$ cat src/rtl/pipe_float_to_fixed_if.sv
// Valid/ready bundle between a float producer, the float-to-fixed converter
// and the fixed-point consumer.
interface pipe_float_to_fixed_if #(
  parameter int W = 16
);
  logic          in_valid;
  logic          in_ready;
  logic [31:0]   in_float;
  logic          out_valid;
  logic          out_ready;
  logic [W-1:0]  out;
  logic          upflow;
  logic          downflow;
  logic          nan;

  modport master (
    output in_valid, in_float, out_ready,
    input  in_ready, out_valid, out, upflow, downflow, nan
  );

  modport slave (
    input  in_valid, in_float, out_ready,
    output in_ready, out_valid, out, upflow, downflow, nan
  );
endinterface

$ cat src/rtl/pipe_float_to_fixed.sv
// IEEE-754 single to signed WOI.WOF fixed point: unpack, scale/round, sign/saturate.
// Three registered stages that all advance together whenever the output is free.
module pipe_float_to_fixed #(
  parameter int WOI   = 8,
  parameter int WOF   = 8,
  parameter int ROOF  = 1,
  parameter int ROUND = 1
) (
  input  logic                  clk,
  input  logic                  rst,
  pipe_float_to_fixed_if.slave  bus
);
  localparam int W  = WOI + WOF;
  // wide enough for a 24-bit mantissa shifted left by up to W, plus a rounding carry
  localparam int WW = W + 25;

  localparam logic [W-1:0] MAX_VAL = {1'b0, {(W-1){1'b1}}};
  localparam logic [W-1:0] MIN_VAL = {1'b1, {(W-1){1'b0}}};

  logic en;

  logic          s1_valid_reg, s1_sign_reg, s1_nan_reg, s1_inf_reg;
  logic [7:0]    s1_exp_reg;
  logic [23:0]   s1_man_reg;

  logic          s2_valid_reg, s2_sign_reg, s2_nan_reg, s2_inf_reg, s2_ovf_reg;
  logic [W:0]    s2_mag_reg;

  logic          out_valid_reg, upflow_reg, downflow_reg, nan_reg;
  logic [W-1:0]  out_reg;

  logic [WW-1:0] m_wide, scaled;
  logic          big, rbit;
  int            sh, k;
  logic [W:0]    mag_next;
  logic          ovf_next;

  logic [W-1:0]  mag_low, wrap_val, out_next;
  logic          too_big, pos_ovf, neg_ovf;
  logic          upflow_next, downflow_next, nan_next;

  assign en           = ~out_valid_reg | bus.out_ready;
  assign bus.in_ready = en;

  // S1: unpack and classify; zero and denormals collapse to a zero mantissa
  always_ff @(posedge clk) begin
    if (rst) begin
      s1_valid_reg <= 1'b0;
      s1_sign_reg  <= 1'b0;
      s1_exp_reg   <= '0;
      s1_man_reg   <= '0;
      s1_nan_reg   <= 1'b0;
      s1_inf_reg   <= 1'b0;
    end else if (en) begin
      s1_valid_reg <= bus.in_valid;
      s1_sign_reg  <= bus.in_float[31];
      s1_exp_reg   <= bus.in_float[30:23];
      s1_man_reg   <= (bus.in_float[30:23] != 8'd0) ? {1'b1, bus.in_float[22:0]} : 24'd0;
      s1_nan_reg   <= (bus.in_float[30:23] == 8'hFF) && (bus.in_float[22:0] != 23'd0);
      s1_inf_reg   <= (bus.in_float[30:23] == 8'hFF) && (bus.in_float[22:0] == 23'd0);
    end
  end

  // S2: magnitude = m * 2^(e-150+WOF); rounding is on the magnitude, so half away from zero
  always_comb begin
    m_wide = WW'(s1_man_reg);
    sh     = int'(s1_exp_reg) - 150 + WOF;
    k      = -sh;
    scaled = '0;
    big    = 1'b0;
    rbit   = 1'b0;
    if (sh >= 0) begin
      if (sh > W) begin
        big = |s1_man_reg;
      end else begin
        scaled = m_wide << sh;
      end
    end else if (k < 25) begin
      if (ROUND != 0) begin
        rbit = |(m_wide & (WW'(1) << (k - 1)));
      end
      scaled = (m_wide >> k) + WW'(rbit);
    end
    mag_next = scaled[W:0];
    ovf_next = big | (|scaled[WW-1:W+1]);
  end

  always_ff @(posedge clk) begin
    if (rst) begin
      s2_valid_reg <= 1'b0;
      s2_sign_reg  <= 1'b0;
      s2_nan_reg   <= 1'b0;
      s2_inf_reg   <= 1'b0;
      s2_ovf_reg   <= 1'b0;
      s2_mag_reg   <= '0;
    end else if (en) begin
      s2_valid_reg <= s1_valid_reg;
      s2_sign_reg  <= s1_sign_reg;
      s2_nan_reg   <= s1_nan_reg;
      s2_inf_reg   <= s1_inf_reg;
      s2_ovf_reg   <= ovf_next;
      s2_mag_reg   <= mag_next;
    end
  end

  // S3: a magnitude of exactly 2^(W-1) is still legal when negative
  always_comb begin
    mag_low       = s2_mag_reg[W-1:0];
    wrap_val      = s2_sign_reg ? -mag_low : mag_low;
    too_big       = s2_ovf_reg | s2_mag_reg[W];
    pos_ovf       = ~s2_sign_reg & (too_big | mag_low[W-1]);
    neg_ovf       = s2_sign_reg & (too_big | (mag_low[W-1] & (|mag_low[W-2:0])));
    out_next      = wrap_val;
    upflow_next   = 1'b0;
    downflow_next = 1'b0;
    nan_next      = 1'b0;
    if (s2_nan_reg) begin
      out_next = '0;
      nan_next = 1'b1;
    end else if (s2_inf_reg) begin
      if (s2_sign_reg) begin
        out_next      = MIN_VAL;
        downflow_next = 1'b1;
      end else begin
        out_next    = MAX_VAL;
        upflow_next = 1'b1;
      end
    end else if (pos_ovf) begin
      upflow_next = 1'b1;
      if (ROOF != 0) out_next = MAX_VAL;
    end else if (neg_ovf) begin
      downflow_next = 1'b1;
      if (ROOF != 0) out_next = MIN_VAL;
    end
  end

  always_ff @(posedge clk) begin
    if (rst) begin
      out_valid_reg <= 1'b0;
      out_reg       <= '0;
      upflow_reg    <= 1'b0;
      downflow_reg  <= 1'b0;
      nan_reg       <= 1'b0;
    end else if (en) begin
      out_valid_reg <= s2_valid_reg;
      out_reg       <= out_next;
      upflow_reg    <= upflow_next;
      downflow_reg  <= downflow_next;
      nan_reg       <= nan_next;
    end
  end

  assign bus.out_valid = out_valid_reg;
  assign bus.out       = out_reg;
  assign bus.upflow    = upflow_reg;
  assign bus.downflow  = downflow_reg;
  assign bus.nan       = nan_reg;
endmodule

$ cat src/flat_wrapper.sv
// flat-port wrapper written by rule: the top's interface ports become plain ports
module pipe_float_to_fixed_flat 
#(
  parameter int WOI   = 8,
  parameter int WOF   = 8,
  parameter int ROOF  = 1,
  parameter int ROUND = 1
)
  (clk, rst, bus_in_valid, bus_in_float, bus_out_ready, bus_in_ready, bus_out_valid, bus_out, bus_upflow, bus_downflow, bus_nan);
  pipe_float_to_fixed_if #(.W(16)) bus_i ();
  input  logic clk;
  input  logic rst;
  input wire logic [$bits(bus_i.in_valid)-1:0] bus_in_valid;
  input wire logic [$bits(bus_i.in_float)-1:0] bus_in_float;
  input wire logic [$bits(bus_i.out_ready)-1:0] bus_out_ready;
  output wire logic [$bits(bus_i.in_ready)-1:0] bus_in_ready;
  output wire logic [$bits(bus_i.out_valid)-1:0] bus_out_valid;
  output wire logic [$bits(bus_i.out)-1:0] bus_out;
  output wire logic [$bits(bus_i.upflow)-1:0] bus_upflow;
  output wire logic [$bits(bus_i.downflow)-1:0] bus_downflow;
  output wire logic [$bits(bus_i.nan)-1:0] bus_nan;
  assign bus_i.in_valid = bus_in_valid;
  assign bus_i.in_float = bus_in_float;
  assign bus_i.out_ready = bus_out_ready;
  assign bus_in_ready = bus_i.in_ready;
  assign bus_out_valid = bus_i.out_valid;
  assign bus_out = bus_i.out;
  assign bus_upflow = bus_i.upflow;
  assign bus_downflow = bus_i.downflow;
  assign bus_nan = bus_i.nan;
  pipe_float_to_fixed #(.WOI(WOI), .WOF(WOF), .ROOF(ROOF), .ROUND(ROUND)) u_core (.clk(clk), .rst(rst), .bus(bus_i));
endmodule
$ cat config.mk
export PLATFORM = sky130hd
export DESIGN_NAME = pipe_float_to_fixed_flat
export DESIGN_NICKNAME = d
export VERILOG_FILES = /design/src/rtl/pipe_float_to_fixed_if.sv /design/src/rtl/pipe_float_to_fixed.sv /design/src/flat_wrapper.sv
export SDC_FILE = /design/constraint.sdc
export NUM_CORES = 1
export LEC_CHECK = 0
export CAP_MARGIN = 0
export CORE_UTILIZATION = 62
export DETAILED_ROUTE_END_ITERATION = 8
export GPL_TIMING_DRIVEN = 1
export PLACE_DENSITY = 0.9
export SLEW_MARGIN = 20
export SYNTH_ARGS = -nofsm -noshare
export SYNTH_HDL_FRONTEND = slang
export SYNTH_SLANG_ARGS = --single-unit
$ cat constraint.sdc
create_clock -name clk -period 8.6 [get_ports clk]
set_input_delay 1.29 -clock clk [delete_from_list [all_inputs] [get_ports clk]]
set_output_delay 1.29 -clock clk [all_outputs]
set_load 0.005 [all_outputs]
* Yosys cells after proc, flatten, opt, wreduce, memory -nomap -nowiden *
Index checks and enable logic that the tools add are counted.

cells by class
  bitwise gates (word level) = 11
  reduce and logical (&&, ||, !) cells = 9
  magnitude comparators = 3
  shift operators = 3
  equality and inequality tests = 1
  muxes and demuxes = 24
  $add $sub $neg = 6

operator list
  cell                                                                            number
  41-bit two-way mux                                                              3
  16-bit two-way mux                                                              6
  24-bit OR reduction                                                             2
  41-bit by 1-bit adder with 41-bit output                                        1
  24-bit by 41-bit AND with 41-bit output                                         1
  41-bit OR reduction                                                             1
  1-bit by 32-bit left shift with 41-bit output (first input constant)            1
  24-bit by 32-bit left shift with 41-bit output                                  1
  24-bit by 32-bit right shift with 41-bit output                                 1
  32-bit by 5-bit adder with 32-bit output (second input constant)                1
  32-bit by 1-bit >= comparator with 1-bit output (second input constant)         1
  32-bit by 6-bit > comparator with 1-bit output (second input constant)          1
  32-bit by 6-bit less-than comparator with 1-bit output (second input constant)  1
  32-bit negator                                                                  1
  32-bit by 2-bit subtractor with 32-bit output (second input constant)           1
  24-bit two-way mux                                                              1
  23-bit zero test                                                                1
  23-bit nonzero test                                                             1
  16-bit negator                                                                  1
  15-bit OR reduction                                                             1
  1-bit two-way mux                                                               14
  8-bit by 8-bit subtractor with 9-bit output (second input constant)             1
  8-bit equality test (second input constant)                                     1
  8-bit nonzero test                                                              1
  other kinds (4)                                                                 12

word-level totals
  output and inout bits = 21
  flip-flop bits (word level) = 78
  input port bits = 36
  word-level logic and storage cells = 74

* Depth between registers and ports, before layout *
Gate-level depths: netlist (run 1).

  depth in word-level cells = 14
  mapped depth = 32
  mapped depth without buffers = 28

* Worst setup path before layout (run 1) *
OpenSTA, ideal clock, no wires.

  path kind = register to register
  start point = register u_core.s1_exp_reg[2]
  end point = register u_core.s2_mag_reg[11]
  path slack = 1.593 ns
  clock period less this slack = 7.007 ns
  library setup time = 0.086 ns
  buffers on the path = 4
  data arrival time = 6.922 ns
  required time = 8.514 ns
  stages on the path, launching flop included = 33
  cell sequence = dfxtp_1 ha_1 xor2_2 inv_2 clkbuf_1 buf_1 ha_1 nand2_1 mux2i_1 nand3_1 ha_1 buf_2 and3_1 nand3_1 or4_1 a221oi_1 nand3_1 a221o_1 nor4_4 nand3_1 xor2_1 o2111ai_1 a211oi_1 ha_1 o211ai_1 a211oi_1 and4b_1 clkbuf_1 nand2_1 nor2_1 xnor2_1 or4_1 a211oi_1

between the ends
  word-level cells in the longest chain between the ends = 12
  elaborated cells between the ends (all ways) = 18
  classes of those cells = 5 x add/sub; 3 x order compare; 3 x shift; 5 x mux; 1 x bitwise; 1 x reduce/logical

RTL lines
  element                                          RTL line                    source
  start, declared                                  pipe_float_to_fixed.sv:23   logic [7:0] s1_exp_reg;
  start signal, assigned                           pipe_float_to_fixed.sv:57   s1_exp_reg <= bus.in_float[30:23];
  8-bit by 8-bit subtractor with 9-bit output (*)  pipe_float_to_fixed.sv:67   sh = int'(s1_exp_reg) - 150 + WOF;
  32-bit by 5-bit adder with 32-bit output (*)     pipe_float_to_fixed.sv:67
  32-bit negator                                   pipe_float_to_fixed.sv:68   k = -sh;
  32-bit by 2-bit subtractor with 32-bit output    pipe_float_to_fixed.sv:80   rbit = |(m_wide & (WW'(1) << (k - 1)));
  1-bit by 32-bit left shift with 41-bit output    pipe_float_to_fixed.sv:80
  24-bit by 41-bit AND with 41-bit output          pipe_float_to_fixed.sv:80
  41-bit OR reduction                              pipe_float_to_fixed.sv:80
  1-bit two-way mux                                pipe_float_to_fixed.sv:78   end else if (k < 25) begin
  1-bit two-way mux                                pipe_float_to_fixed.sv:72   if (sh >= 0) begin
  41-bit by 1-bit adder with 41-bit output         pipe_float_to_fixed.sv:82   scaled = (m_wide >> k) + WW'(rbit);
  41-bit two-way mux                               pipe_float_to_fixed.sv:78
  41-bit two-way mux (*)                           pipe_float_to_fixed.sv:72
  end signal, assigned                             pipe_float_to_fixed.sv:102  s2_mag_reg <= mag_next;
  end, declared                                    pipe_float_to_fixed.sv:27   logic [W:0] s2_mag_reg;

Mark *: on every way between the ends. The rest lies on a longest branch, timed or not. The select of a mux whose other input is x is not followed.
A chain may end at the register's enable or synchronous reset.

* Worst setup path in the final report (run 1) *
Ends and elaborated chain as after synthesis.

==> results of run 1 <==
-- logic make-up after synthesis --
kind of cell | Yosys count | synth area share, %
flops | 78 | 17.8
compound gates | 290 | 22.9
fa+ha+maj | 16 | 2.28
xor+xnor | 48 | 5.04
mux | 102 | 16.6
buf+inv | 125 | 5.97
simple gates | 519 | 29.4
-- worst max-delay path: cells and delay by family, from the launching register on --
kind / cells / cell delay (ns)
adders and majority gates: 4 / 1.32
buffers and inverters: 1 / 0.08
AOI/OAI and AO/OA: 7 / 1.78
DFF: 1 / 0.46
muxes: 1 / 0.33
and+or+nand+nor: 12 / 3.10
xor gates and xnor gates: 3 / 0.37
-- per-stage QoR --
stage               cells  instance area, µm²
floorplan            1178                8780
global placement     1327                9280
detailed placement   1327                9280
CTS                  1343                9570
global route         1343                9580
finish               1343                9580
-- path summary, 6_finish.rpt --
path | start | end | slack (ns) | depth (start not counted)
max | u_core.s1_exp_reg[2] | u_core.s2_mag_reg[11] | 1.07 | 28
min | u_core.s2_valid_reg | u_core.s2_valid_reg | 0.46 | 2
max reg2reg | u_core.s1_exp_reg[2] | u_core.s2_mag_reg[11] | 1.07 | 28
min reg2reg | u_core.s2_valid_reg | u_core.s2_valid_reg | 0.46 | 2
-- final cells by class --
class / count / area [µm²] / area share [%]
multi-input combinational: 975 / 6720 / 70.2
clock inverter: 6 / 67.6 / 0.705
tap: 180 / 225 / 2.35
sequential: 78 / 1560 / 16.3
inverter: 18 / 67.6 / 0.705
timing repair buffer: 76 / 706 / 7.36
clock buffer: 10 / 229 / 2.39
-- placed cells by master (no fill, tap or decap), types with 12 or more instances in the layout --
cell type,count
sky130_fd_sc_hd__a31oi_1,18
sky130_fd_sc_hd__a21oi_1,56
sky130_fd_sc_hd__mux4_2,32
sky130_fd_sc_hd__clkdlybuf4s50_1,55
sky130_fd_sc_hd__a22oi_1,26
sky130_fd_sc_hd__nand4_1,26
sky130_fd_sc_hd__nor3_1,56
sky130_fd_sc_hd__xor2_1,13
sky130_fd_sc_hd__o21ai_0,41
sky130_fd_sc_hd__nor4_1,34
sky130_fd_sc_hd__mux2i_1,40
sky130_fd_sc_hd__nand3_1,36
sky130_fd_sc_hd__nor3b_1,12
sky130_fd_sc_hd__a221oi_1,20
sky130_fd_sc_hd__dfxtp_1,76
sky130_fd_sc_hd__xnor2_1,32
sky130_fd_sc_hd__ha_1,15
sky130_fd_sc_hd__nor2_1,131
sky130_fd_sc_hd__inv_1,16
sky130_fd_sc_hd__a211oi_1,17
sky130_fd_sc_hd__mux2_2,29
sky130_fd_sc_hd__nand2_1,145
sky130_fd_sc_hd__buf_4,20
sky130_fd_sc_hd__o31ai_1,14
-- power by group --
part	leakage, µW	total (µW)	switching [µW]	internal [µW]
Clock	0.000139	393	167	227
Sequential	0.000640	410	34.4	375
Combinational	0.00255	561	344	216
-- routing by layer --
layer	wire, µm	track usage, %	up-vias
met5	0	0	-
met2	13500	64.3	704
met4	1090	15.3	0
met1	11400	52.4	4496
met3	3150	6.39	98
li1	-	-	4417
==> parameters.txt, run 1 <==
Parameter                              Value

STA
  Post-route worst setup slack ... about 1.1 ns
  Fmax ... around 0.13 GHz
  Portion of the clock cycle consumed by the worst path in the final layout ... ~88%
  Setup TNS ... 0 ns
  Worst-Margin Slew ... between 0.9 and 1 ns
  Final hold slack ... between 0.4 and 0.5 ns
  Final number of max-transition violations ... 0
  Setup repair after global routing missed its margin ... no
  Max_slew headroom ... about a third
  Final critical path time including I/O delays and setup ... about 7.5 ns
  Setup violations, final ... 0
  Setup Skew ... 0.00928 ns
  Final Hold Fails ... 0

Yosys
  Most common cell in the synthesized netlist ... sky130_fd_sc_hd__nand2_1
  FF+latch count, synth ... slightly below 80
  Post-synth EDFFs ... 0
  Avg Synthesized Cell Area ... roughly 7.5 µm²
  Largest cells by area after synthesis ... sky130_fd_sc_hd__dfxtp_1, sky130_fd_sc_hd__mux4_2, sky130_fd_sc_hd__nand2_1, sky130_fd_sc_hd__nor2_1, sky130_fd_sc_hd__mux2i_1
  Post-synthesis instance area ... between 8000 and 9000 µm²
  Share of synthesized area occupied by flip-flops and latches ... 17.8%
  Top-area cell type share of the netlist area ... between 10% and 20%
  Dominant cell type by area after synthesis ... sky130_fd_sc_hd__dfxtp_1
  Total of warnings raised by yosys ... 0
  Async set or reset register ratio after synthesis ... 0%
  Top flip-flop cell by instance count after synthesis ... sky130_fd_sc_hd__dfxtp_1
  Net count after synthesis ... about 1200
  Mapped Cells ... about 1200
  Top cells by instance count after synthesis ... sky130_fd_sc_hd__nand2_1, sky130_fd_sc_hd__nor2_1, sky130_fd_sc_hd__dfxtp_1, sky130_fd_sc_hd__clkbuf_1, sky130_fd_sc_hd__a21oi_1
  Number of library cell types mapped by synthesis ... 88

Worst setup path
  Worst Path Class, Setup ... reg2reg
  Library cell contributing the largest single delay on the critical path ... sky130_fd_sc_hd__or4_1
  Critical path required time ... between 8 and 9 ns
  Biggest fanout along the worst timing path ... 12
  Endpoint class of the critical path ... flop
  Critical path startpoint category ... flop
  Critical path data arrival time ... between 7 and 8 ns
  Max stage delay on crit path ... 0.58 ns

Clock network
  Master cell of the clock root buffer ... sky130_fd_sc_hd__clkbuf_16
  Worst-path clk slew ... 0.07 ns
  Post-CTS sizing ... 0
  Clock sink count ... 78
  Post-CTS Repair Setup Buffers ... 0
  Deepest clock path buffer count ... 2
  Clock buffer count from CTS ... 9
  Number of H-tree branching levels ... 3
  Number of hold buffers added after CTS ... 0
  Clock latency on the worst-skew pair ... about 0.35 ns
  CTS tree ... yes

Drt
  Routed via count ... a little under 10000
  Number of antenna-violating nets in the routed design ... 0
  Post-DR wirelength/cell ... about 22 µm
  Iteration-0 DRC count of the detailed router ... 1358
  Number of remaining DRC errors ... 0
  Avg Vias per Cell ... 7.23
  Router iterations before antenna repair ... 6
  Post-detailed-routing wire length ... about 29000 µm

Cells and area
  Fill cell instance count of the final layout ... 1138
  Share of post-route cells with drive strength above 1 ... a little over a tenth
  Area growth from synthesis to layout ... 9.12%
  Post-layout utilization of the core ... between 60% and 70%
  Flip-flop count of the largest register after layout ... 24
  N_diodes ... 0
  Number of nets in the final layout ... about 1200

Power and ir drop
  Total Power ... 1360 µW
  Pwr Density ... roughly 140 nW/µm²
  Worst ir drop on vdd ... approximately 0.094 mV
  Total leakage power ... roughly 0.0033 µW

Global routing
  Global-route usage over all layers ... between 30% and 40%
  Number of global-route vias before repair ... ~8600
  Maximum number of pins on one net before global-route repair ... 83
  Number of antenna violations at the first check in global routing ... 0
  First-pass GRT wire length ... roughly 46000 µm
  Total grt overflow ... 0

Floorplan
  Core footprint ... about 14000 µm²
  Initial standard-cell utilization of the core ... 63.5%
  Horiz. Die Dim ... 121 µm
  Floorplan die area ... 14600 µm²
  Row count ... 43
  I/O pin count ... 57
  Die Ht ... approximately 120 µm

Job
  Max-cap viol count ... 0

Placed design
  Post-DP HPWL ... 20900 µm
  Weighted congestion reported at the end of routability-driven placement ... 0.991
  Port Buf Inserts ... 56
  Worst setup timing slack at the placement stage ... roughly 1.2 ns

Outcome
  Status ... finished clean

Min path
  Worst min-delay path class ... reg2reg
No activity file was read; power rests on OpenSTA's default activity.
==> inputs of run 2 (changes only) <==
--- a/config.mk
+++ b/config.mk
@@ -6,10 +6,11 @@
 export NUM_CORES = 1
 export LEC_CHECK = 0
 export CAP_MARGIN = 0
-export CORE_UTILIZATION = 62
+export CORE_UTILIZATION = 65
 export DETAILED_ROUTE_END_ITERATION = 8
 export GPL_TIMING_DRIVEN = 1
-export PLACE_DENSITY = 0.9
+export MAX_ROUTING_LAYER = met4
+export PLACE_DENSITY = 0.93
 export SLEW_MARGIN = 20
 export SYNTH_ARGS = -nofsm -noshare
 export SYNTH_HDL_FRONTEND = slang
==> constraint.sdc (replaced) <==
create_clock -name clk -period 8.8 [get_ports clk]
set_input_delay 1.32 -clock clk [delete_from_list [all_inputs] [get_ports clk]]
set_output_delay 1.32 -clock clk [all_outputs]
set_load 0.005 [all_outputs]
==> parameters.txt, run 2 (same netlist as run 1, synthesis figures left out) <==
Parameter                              Value

Outcome
  Status ... finished, violations left
  Failing checks ... DRC

STA
  Setup TNS ... 0 ns
  Setup Skew ... 0.00896 ns
  Setup violations, final ... 0
  Max_slew headroom ... 32.1%
  Worst-Margin Slew ... between 1 and 1.5 ns
  Final number of max-transition violations ... 0
  Setup repair after global routing missed its margin ... no
  Final Hold Fails ... 0
  Portion of the clock cycle consumed by the worst path in the final layout ... roughly 90%
  Fmax ... roughly 0.13 GHz
  Final critical path time including I/O delays and setup ... between 7 and 8 ns

Floorplan
  I/O pin count ... 57
  Floorplan die area ... about 14000 µm²
  Row count ... 42
  Core footprint ... around 13000 µm²
  Horiz. Die Dim ... ~120 µm
  Die Ht ... roughly 120 µm
  Initial standard-cell utilization of the core ... 66.6%

Placed design
  Port Buf Inserts ... 56
  Cell total after placement ... ~1300
  Weighted congestion reported at the end of routability-driven placement ... roughly 1.1
  Post-DP HPWL ... a little over 20000 µm

Clock network
  Deepest clock path buffer count ... 2
  Clock sink count ... 78
  Clock latency on the worst-skew pair ... around 0.34 ns
  Worst-path clk slew ... approximately 0.06 ns
  Number of H-tree branching levels ... 3
  CTS tree ... yes
  Post-CTS Repair Setup Buffers ... 0
  Number of hold buffers added after CTS ... 0
  Post-CTS sizing ... 0
  Clock buffer count from CTS ... 9
  Master cell of the clock root buffer ... sky130_fd_sc_hd__clkbuf_16

Cells and area
  Leading cell type in the layout, fill and taps excluded ... sky130_fd_sc_hd__nand2_1
  Area growth from synthesis to layout ... 8.91%
  Number of nets in the final layout ... about 1200
  Number of standard cells in the final layout excluding fillers ... roughly 1300
  Flip-flop count of the largest register after layout ... 24
  N_diodes ... 0
  Commonest non-fill, non-tap cells in the layout ... sky130_fd_sc_hd__nand2_1, sky130_fd_sc_hd__nor2_1, sky130_fd_sc_hd__dfxtp_1
  Share of post-route cells with drive strength above 1 ... roughly a tenth

Worst setup path
  Critical path required time ... about 9 ns
  Endpoint class of the critical path ... flop
  Biggest fanout along the worst timing path ... 26
  Critical path data arrival time ... roughly 8 ns
  Worst Path Class, Setup ... reg2reg
  Cell family contributing the most delay on the critical path ... simple AND/OR/NAND/NOR gates
  End of the worst register-to-register path ... u_core.s2_mag_reg[11]
  Library cell contributing the largest single delay on the critical path ... sky130_fd_sc_hd__a31oi_1
  Cell repeated most along the worst path ... sky130_fd_sc_hd__ha_1
  Buffers and inverters on the worst path ... 2
  Cell depth of the worst flop-to-flop path ... 27
  Critical path startpoint category ... flop
  Max stage delay on crit path ... 0.72 ns
  R2R Path Start ... u_core.s1_exp_reg[2]
  Reg2reg setup slack ... between 0.8 and 0.9 ns

Power and ir drop
  Pwr Density ... approximately 140 nW/µm²
  Worst ir drop on vdd ... 0.112 mV
  Total leakage power ... ~0.0033 µW

Min path
  Worst min-delay path class ... reg2reg
  Cell count of the worst hold path ... 2
  Source of the worst hold timing path ... u_core.s1_nan_reg
  Sink of the worst hold path ... u_core.s2_nan_reg

Global routing
  First-pass GRT wire length ... 46700 µm
  Number of global-route vias before repair ... roughly 8900
  Global-route usage over all layers ... between 40 and 50%
  Maximum number of pins on one net before global-route repair ... 83
  Most heavily used metal layer in global routing ... met2
  GR met2 Demand/Resource ... 65.7%
  Number of antenna violations at the first check in global routing ... 0
  Total grt overflow ... 0
  Grt met1 use ... approximately 54%
  Met3 Usage GRT ... between 7 and 8%

Drt
  Post-detailed-routing wire length ... about 30000 µm
  Iteration-0 DRC count of the detailed router ... 1477
  Avg Vias per Cell ... about 7.4
  Routed via count ... around 9900
  Number of remaining DRC errors ... 1
  Post-DR wirelength/cell ... approximately 22 µm
  Number of antenna-violating nets in the routed design ... 0
  Router iterations before antenna repair ... 8

Job
  Max-cap viol count ... 0
run 2: changes by cell type in the layout (fill, tap and decap cells not counted):
cell / change
sky130_fd_sc_hd__inv_6: -2
sky130_fd_sc_hd__buf_4: -3
sky130_fd_sc_hd__clkbuf_1: +1
sky130_fd_sc_hd__clkinvlp_4: -1
sky130_fd_sc_hd__bufinv_16: +1
run 2: routing by layer:
| metal | up-vias | share of wire (%) | wire length, µm |
|---|---|---|---|
| li1 | 4401 | - | - |
| met2 | 772 | 45 | 13400 |
| met5 | - | 0 | 0 |
| met4 | 0 | 5.2 | 1530 |
| met3 | 152 | 11 | 3110 |
| met1 | 4572 | 39 | 11500 |
run 2: cell type report:
class	instances	area [µm²]
Clock inverter	4	72.6
Inverter	18	67.6
Clock buffer	11	233
Timing Repair Buffer	73	683
Fill cell	1021	3630
Tap cell	176	220
Sequential cell	78	1560
Multi-Input combinational cell	975	6720
run 2: how the worst max path moves through the flow:
stage,end,slack (ns),cells past startpoint,startpoint
after global placement,u_core.s2_mag_reg[11],1.37,29,u_core.s1_exp_reg[2]
after CTS,u_core.s2_mag_reg[11],1.07,29,u_core.s1_exp_reg[2]
final,u_core.s2_mag_reg[11],0.88,27,u_core.s1_exp_reg[2]
after floorplan,u_core.s2_mag_reg[11],1.79,32,u_core.s1_exp_reg[2]
after global routing,u_core.s2_ovf_reg,0.36,27,u_core.s1_exp_reg[2]
after detailed placement,u_core.s2_mag_reg[11],1.09,29,u_core.s1_exp_reg[2]
run 2: metrics by stage:
step / power (µW) / utilization, % / cell area, µm² / hold slack, ns / setup slack (ns)
finish: 1350 / 72.5 / 9560 / 0.463 / 0.876
floorplan: 796 / - / 8780 / 0.432 / 1.79
detailed placement: 932 / 70.1 / 9250 / 0.446 / 1.09
global route: 1400 / 72.5 / 9560 / 0.461 / 0.357
CTS: 1320 / 72.4 / 9560 / 0.459 / 1.07
global placement: 924 / 70.1 / 9250 / 0.439 / 1.37
run 2: worst register-to-register path, stage by stage (launching register included):
cell and delay (ns):
sky130_fd_sc_hd__dfxtp_1 0.46, sky130_fd_sc_hd__ha_1 0.38, sky130_fd_sc_hd__xor2_2 0.14, sky130_fd_sc_hd__inv_2 0.06
sky130_fd_sc_hd__buf_4 0.26, sky130_fd_sc_hd__ha_1 0.30, sky130_fd_sc_hd__nand2b_1 0.10, sky130_fd_sc_hd__mux2i_1 0.33
sky130_fd_sc_hd__nand3_1 0.17, sky130_fd_sc_hd__ha_1 0.48, sky130_fd_sc_hd__nor2b_1 0.43, sky130_fd_sc_hd__nand4_1 0.18
sky130_fd_sc_hd__a31oi_1 0.72, sky130_fd_sc_hd__nand2_1 0.35, sky130_fd_sc_hd__nor4_1 0.29, sky130_fd_sc_hd__o22ai_1 0.21
sky130_fd_sc_hd__a211oi_1 0.54, sky130_fd_sc_hd__nand3_1 0.26, sky130_fd_sc_hd__nor3b_1 0.27, sky130_fd_sc_hd__ha_1 0.21
sky130_fd_sc_hd__o211ai_1 0.10, sky130_fd_sc_hd__a211oi_1 0.24, sky130_fd_sc_hd__and4b_1 0.36, sky130_fd_sc_hd__nand2_1 0.16
sky130_fd_sc_hd__nor2_1 0.16, sky130_fd_sc_hd__xnor2_1 0.08, sky130_fd_sc_hd__or4_1 0.39, sky130_fd_sc_hd__a211oi_1 0.22
run 2: power by group:
| part | switching [µW] | internal (µW) |
|---|---|---|
| combinational | 343 | 212 |
| sequential | 33.3 | 367 |
| clock | 146 | 247 |
==> inputs of run 3 (changes only) <==
--- a/config.mk
+++ b/config.mk
@@ -11,6 +11,7 @@
 export GPL_TIMING_DRIVEN = 1
 export MAX_ROUTING_LAYER = met4
 export PLACE_DENSITY = 0.93
+export SKIP_LAST_GASP = 1
 export SLEW_MARGIN = 20
 export SYNTH_ARGS = -nofsm -noshare
 export SYNTH_HDL_FRONTEND = slang
==> results of run 3 <==
The final DEF is identical to that of run 2; final timing and power are the same.
